<file path="config.mk">
export PLATFORM = sky130hd
export DESIGN_NAME = adder_seq
export DESIGN_NICKNAME = d
export VERILOG_FILES = /design/src/rtl/adder_seq.sv
export SDC_FILE = /design/constraint.sdc
export NUM_CORES = 1
export LEC_CHECK = 0
export ABC_AREA = 1
export BUFFER_PORTS_ARGS = -buffer_cell sky130_fd_sc_hd__buf_2
export CORE_MARGIN = 4
export CORE_UTILIZATION = 51
export CTS_BUF_LIST = sky130_fd_sc_hd__clkbuf_4
export DETAILED_ROUTE_END_ITERATION = 10
export GPL_ROUTABILITY_DRIVEN = 0
export GPL_TIMING_DRIVEN = 1
export PLACE_DENSITY_LB_ADDON = 0.1
export SLEW_MARGIN = 20
export SYNTH_ARGS = -nofsm -noshare
export SYNTH_HDL_FRONTEND = slang
export SYNTH_SLANG_ARGS = --single-unit
</file>
<file path="constraint.sdc">
create_clock -name clk -period 1.7 [get_ports clk]
set_input_delay 0.085 -clock clk [delete_from_list [all_inputs] [get_ports clk]]
set_output_delay 0.085 -clock clk [all_outputs]
set_load 0.1 [all_outputs]
</file>
<file path="src/rtl/adder_seq.sv">
// adder_seq: multi-cycle adder/subtractor, CHUNK bits per clock, LSB chunk first, with valid/ready handshakes and status flags
module adder_seq #(
    parameter int WIDTH = 32,
    parameter int CHUNK = 4
) (
    input  logic             clk,
    input  logic             rst,
    input  logic             in_valid,
    output logic             in_ready,
    input  logic [WIDTH-1:0] a,
    input  logic [WIDTH-1:0] b,
    input  logic             sub,
    input  logic             cin,
    output logic             out_valid,
    input  logic             out_ready,
    output logic [WIDTH-1:0] sum,
    output logic             cout,
    output logic             ovf,
    output logic             zero
);
    localparam int NCHUNK = WIDTH / CHUNK;
    localparam int CW = NCHUNK > 1 ? $clog2(NCHUNK) : 1;
    typedef enum logic [1:0] {IDLE, BUSY, DONE} state_t;
    state_t state;
    logic [WIDTH-1:0] a_q, b_q, sum_nx;
    logic [CHUNK:0] part;
    logic [CW-1:0] cnt;
    logic carry, last;
    assign in_ready = state == IDLE;
    // Operands shift right each cycle so the active chunk is always the low one; results shift into the sum from the top
    always_comb begin
        part = {1'b0, a_q[CHUNK-1:0]} + {1'b0, b_q[CHUNK-1:0]} + {{CHUNK{1'b0}}, carry};
        sum_nx = (sum >> CHUNK) | (WIDTH'(part[CHUNK-1:0]) << (WIDTH - CHUNK));
        last = cnt == CW'(NCHUNK - 1);
    end
    // Handshake FSM plus chunk datapath; on the final chunk the MSB carry-in is recovered as a^b^s at the MSB
    always_ff @(posedge clk) begin
        if (rst) begin
            state <= IDLE;
            cnt <= '0;
            carry <= 1'b0;
            a_q <= '0;
            b_q <= '0;
            out_valid <= 1'b0;
            sum <= '0;
            cout <= 1'b0;
            ovf <= 1'b0;
            zero <= 1'b0;
        end else begin
            case (state)
                IDLE: if (in_valid) begin
                    a_q <= a;
                    b_q <= sub ? ~b : b;
                    carry <= sub | cin;
                    cnt <= '0;
                    state <= BUSY;
                end
                BUSY: begin
                    a_q <= a_q >> CHUNK;
                    b_q <= b_q >> CHUNK;
                    sum <= sum_nx;
                    carry <= part[CHUNK];
                    cnt <= cnt + 1'b1;
                    if (last) begin
                        state <= DONE;
                        cnt <= '0;
                        cout <= part[CHUNK];
                        ovf <= a_q[CHUNK-1] ^ b_q[CHUNK-1] ^ part[CHUNK-1] ^ part[CHUNK];
                        zero <= sum_nx == '0;
                        out_valid <= 1'b1;
                    end
                end
                DONE: if (out_ready) begin
                    out_valid <= 1'b0;
                    state <= IDLE;
                end
                default: state <= IDLE;
            endcase
        end
    end
endmodule

</file>
==> results.toml, run 1 <==
[clock_network]
numCtsBuffers = 9
cts.htree.levels = 3
cts_sinks = 106
cts_tree = "yes"
cts-root-buf = "clkbuf_4"
cts_buffer_depth = 2
clkTransAtPathRegs_ps = 180
insertion_delay_ps = 460

[routing]
post_drt_wl_per_cell_um = 13.4
drt_iter0_markers = 211
firstDrtPassIters = 5
vias_per_cell = 5.06
drcViolationCount = 0
routed_wl_mm = 12.0
route.antenna.remaining_nets = 0
num_vias = 4545

[placement]
dpl_cell_area_um2 = 5420
io_buffers = 106
post-place-ws_ps = -91.5
hpwlAfterDp_mm = 7.97

[sta]
finalSetupTns_ps = -62.7
slew_violations = 0
fin_crit_sh = 1.02
hold_viol_final = 0
fin_crit_ps = 1740
skew_ps = 27.5
finalSetupViolations = 3
timing_worst_slew_pin_value_ps = 509
max_freq_mhz = 576
slew_headroom = 0.660
setup_ws_ps = -35.5
timing.hold.ws_ps = 17.1
grt_setup_unrepaired = "true"

[die]
dieArea_um2 = 11000
ios = 107
coreArea_um2 = 9150
chipWidth_um = 105
die_h_um = 105
rows = 35
initial_core_util = 0.521

[synth]
synth_largest_area_cell = "dfxtp_1"
syn_inst = 631
ys_ff_latch = 106
ys.flop_type = "dfxtp_1"
netlist_area_um2 = 4770
synth_seq_area_share = 0.445
yosysWarnings = 0
synth_nets = 708
async_flop_share = 0
synthTopCellsByCount = "nand2_1, dfxtp_1, inv_1, a21oi_1, nor2_1"
yosysUniqueCellTypes = 33
yosysMostFrequentCell = "nand2_1"
synth_edf_count = 0
ys_top_cells_by_area = "dfxtp_1, nand2_1, a21oi_1"
synth_top_area_share = 0.445
avgSynthCellArea_um2 = 7.56

[outcome]
violations = "setup timing"
status = "finished, violations left"

[critical_path]
crit_type = "reg2reg"
startpoint_type = "flop"
crit_slowest_cell = "fa_2"
cp_num_buf_inv = 1
required_ps = 2100
cp_slowest_stage_delay_ps = 400
path_delay_family = "adder cells"
crit_fanout = 4
cp.arrival_ps = 2130
cp_cell_sequence = "fa_2, fa_2, nand2_2, nand2_2, a21oi_4, a21oi_1, o21ai_0, nand2_1, inv_1"
endpoint_kind = "flop"

[cells_and_area]
layout.nets = 859
drive_gt1_frac = 0.202
fin_area_um2 = 6160
n_antenna_cell = 0
area_growth_pct = 29.1
fill_cells = 798

[power_and_ir_drop]
leakagePower_uw = 0.00284
powerDensity_nw_per_um2 = 930
peakVddDrop_mv = 0.423

[global_routing]
grtUsageTotal = 0.224
grt_pass1_wl_mm = 20.3
grt_max_degree = 47
antenna_found_initial = 0
grt_pass1_vias = 4349
overflow = 0

[worst_hold_path]
hp-class = "in2reg"

[run]
cap_violations = 0
## worst register-to-register path, delay by kind of cell (launching register included)
family / cells / cell delay (ps)
compound gates: 3 / 300
fa+ha+maj: 2 / 770
buf+inv: 1 / 50
flops: 1 / 360
simple gates: 3 / 220
## cell usage in the layout, fill, tap and decap left out, drive strengths merged, types with 10 or more instances in the layout
cell	count
a21oi	49
a31oi	20
buf	125
dfxtp	106
dlygate4sd3	56
inv	67
nand2	183
nand3	10
nor2	46
o211ai	10
o21ai	36
o221ai	10
xor2	23
## cell type report
class                   instances  area [um^2]  share of cell area
well taps                     111          139              0.0226
inverters                      64          243              0.0394
clock inverters                 7         85.1              0.0138
clock buffers                   9         67.6              0.0110
multi-input cells             420         2190               0.356
flip-flops and latches        106         2120               0.345
repair buffers                181         1310               0.213
## worst paths after layout
kind / slack [ps] / cells after the start / startpoint / to
worst max-delay path: -40 / 9 / a_q[0] / ovf
worst min-delay path: 20 / 5 / b[11] / b_q[11]
worst max register to register: -40 / 9 / a_q[0] / ovf
worst min register to register: 470 / 2 / a_q[29] / a_q[29]
## through the flow
stage / instances / power (uW) / util
floorplan: 631 / 3960 / -
global placement: 825 / 4280 / 0.592
detailed placement: 825 / 4310 / 0.592
CTS: 898 / 5760 / 0.672
global route: 898 / 6030 / 0.673
finish: 898 / 5720 / 0.673
## state kept, by name (all words and copies together), names as in the netlist
register,count
state,2
b_q,32
out_valid,1
cout,1
carry,1
cnt,3
sum,32
a_q,32
ovf,1
zero,1
## logic make-up (layout without fill, tap and decap cells)
logic type | Yosys count | after routing | synth area share
and+or+nand+nor | 242 | 242 | 0.202
AOI/OAI and AO/OA | 139 | 139 | 0.171
DFF | 106 | 106 | 0.445
buffers and inverters | 105 | 261 | 0.102
xor gates and xnor gates | 32 | 32 | 0.0587
adders and majority gates | 7 | 7 | 0.0215
## power by group
part           switching (uW)  internal (uW)  total, uW
registers                 119           2680       2800
logic                    1060            506       1570
clock network             881            481       1360
total                    2060           3660       5720
## metal layers
layer | up-vias | track usage | routed length, um
li1 | 2334 | - | -
met1 | 2069 | 0.288 | 5390
met2 | 123 | 0.388 | 5840
met3 | 19 | 0.0278 | 520
met5 | - | 0 | 0
met4 | 0 | 0.0759 | 248
## timing repair
action	in CTS	in global routing
endpoints found under the setup margin	4	4
hold endpoints to repair	56	0
resized for setup	4	2
pin swaps	1	0
buffers inserted	1	0
hold buffers	56	0
(Power assumes the default switching activity.)
==> run 2: changes to the inputs <==
PLACE_DENSITY = 0.79   (was unset)
PLACE_DENSITY_LB_ADDON = unset   (was 0.1)
==> results.toml, run 2 (synthesis results as in run 1) <==
[cells_and_area]
fin_area_um2 = 6160
layout.nets = 856
n_antenna_cell = 0
reg_top3 = "a_q x32, b_q x32, sum x32"
drive_gt1_frac = 0.205
mostFrequentLayoutCell = "nand2_1"
fill_cells = 731
area_growth_pct = 29.2
fin_util = 0.674
final_cell_mix = "nand2_1, buf_2, dfxtp_1"

[critical_path]
cp_slowest_stage_delay_ps = 430
cp_cell_sequence = "fa_2, fa_2, nor2_1, nand3_1, nor2_1, nand3_1, a21oi_1"
cp.arrival_ps = 2210
crit_slowest_cell = "fa_2"
cp_num_buf_inv = 0
path_delay_family = "adder cells"
required_ps = 2090
crit_fanout = 2
startpoint_type = "flop"
endpoint_kind = "flop"
crit_type = "reg2reg"

[die]
chipWidth_um = 105
ios = 107
initial_core_util = 0.521
coreArea_um2 = 9150
dieArea_um2 = 11000
rows = 35
die_h_um = 105

[power_and_ir_drop]
p_total_uw = 5750
powerDensity_nw_per_um2 = 933
leakagePower_uw = 0.00283
peakVddDrop_mv = 0.476

[placement]
post-place-ws_ps = -130
hpwlAfterDp_mm = 8.18
io_buffers = 106
dpl_cell_area_um2 = 5400

[routing]
post_drt_wl_per_cell_um = 14.3
drcViolationCount = 0
vias_per_cell = 5.21
drt_iter0_markers = 284
firstDrtPassIters = 5
route.antenna.remaining_nets = 0
num_vias = 4661
routed_wl_mm = 12.8

[sta]
fin_crit_ps = 1820
timing_worst_slew_pin_value_ps = 505
timing.hold.ws_ps = 15.8
setup_ws_ps = -122
slew_headroom = 0.664
max_freq_mhz = 549
slew_violations = 0
skew_ps = 25.5
hold_viol_final = 0
finalSetupViolations = 4
grt_setup_unrepaired = "true"
fin_crit_sh = 1.07

[global_routing]
grtUsageTotal = 0.232
antenna_found_initial = 0
grt_max_degree = 48
overflow = 0
grt_pass1_wl_mm = 21.3
grt_pass1_vias = 4570

[clock_network]
cts_buffer_depth = 2
clkTransAtPathRegs_ps = 170
cts_tree = "yes"
insertion_delay_ps = 460
cts-root-buf = "clkbuf_4"
cts_sinks = 106
cts.htree.levels = 3
numCtsBuffers = 9

[outcome]
violations = "setup timing"
status = "finished, violations left"

[worst_hold_path]
hp-class = "in2reg"

[run]
cap_violations = 0
-- run 2: power breakdown --
group | switching, uW | internal [uW]
logic | 1080 | 507
clock network | 887 | 477
registers | 123 | 2680
-- run 2: metal layers --
| metal | vias up | global-route usage | part of all wire |
|---|---|---|---|
| met5 | - | 0 | 0 |
| met4 | 0 | 0.0834 | 0.020 |
| met2 | 152 | 0.403 | 0.51 |
| li1 | 2322 | - | - |
| met1 | 2162 | 0.287 | 0.41 |
| met3 | 25 | 0.0408 | 0.060 |
-- run 2: repair_timing --
item / in CTS / in global routing
pin swaps: 4 / 6
endpoints found under the hold margin: 56 / 0
resized for setup: 6 / 5
buffers inserted: 1 / 1
hold buffers: 56 / 0
setup endpoints to repair: 4 / 5
-- run 2: final cells by class --
type | instances | area (um^2) | share of cell area
inverters | 64 | 243 | 0.0394
clock buffers | 9 | 67.6 | 0.0110
well taps | 111 | 139 | 0.0225
flip-flops and latches | 106 | 2120 | 0.345
clock inverters | 7 | 85.1 | 0.0138
repair buffers | 178 | 1300 | 0.211
multi-input cells | 420 | 2200 | 0.357
-- run 2: final timing paths --
check | start | endpoint | slack, ps | cells after the start
min reg2reg | a_q[29] | a_q[29] | 470 | 2
max | a_q[0] | zero | -120 | 7
max reg2reg | a_q[0] | zero | -120 | 7
min | b[20] | b_q[20] | 20 | 5
-- run 2: through the flow --
step,std cells,TNS [ps]
6_report,895,-288
5_1_grt,895,-503
4_1_cts,894,-200
3_5_place_dp,821,-411
3_3_place_gp,821,-95.8
2_1_floorplan,631,0
-- run 2: tightest hold or removal path, stage by stage --
cell      delay (ps)
buf_2             90
xnor2_1          100
o211ai_1          80
nand2_1           60
inv_1             30
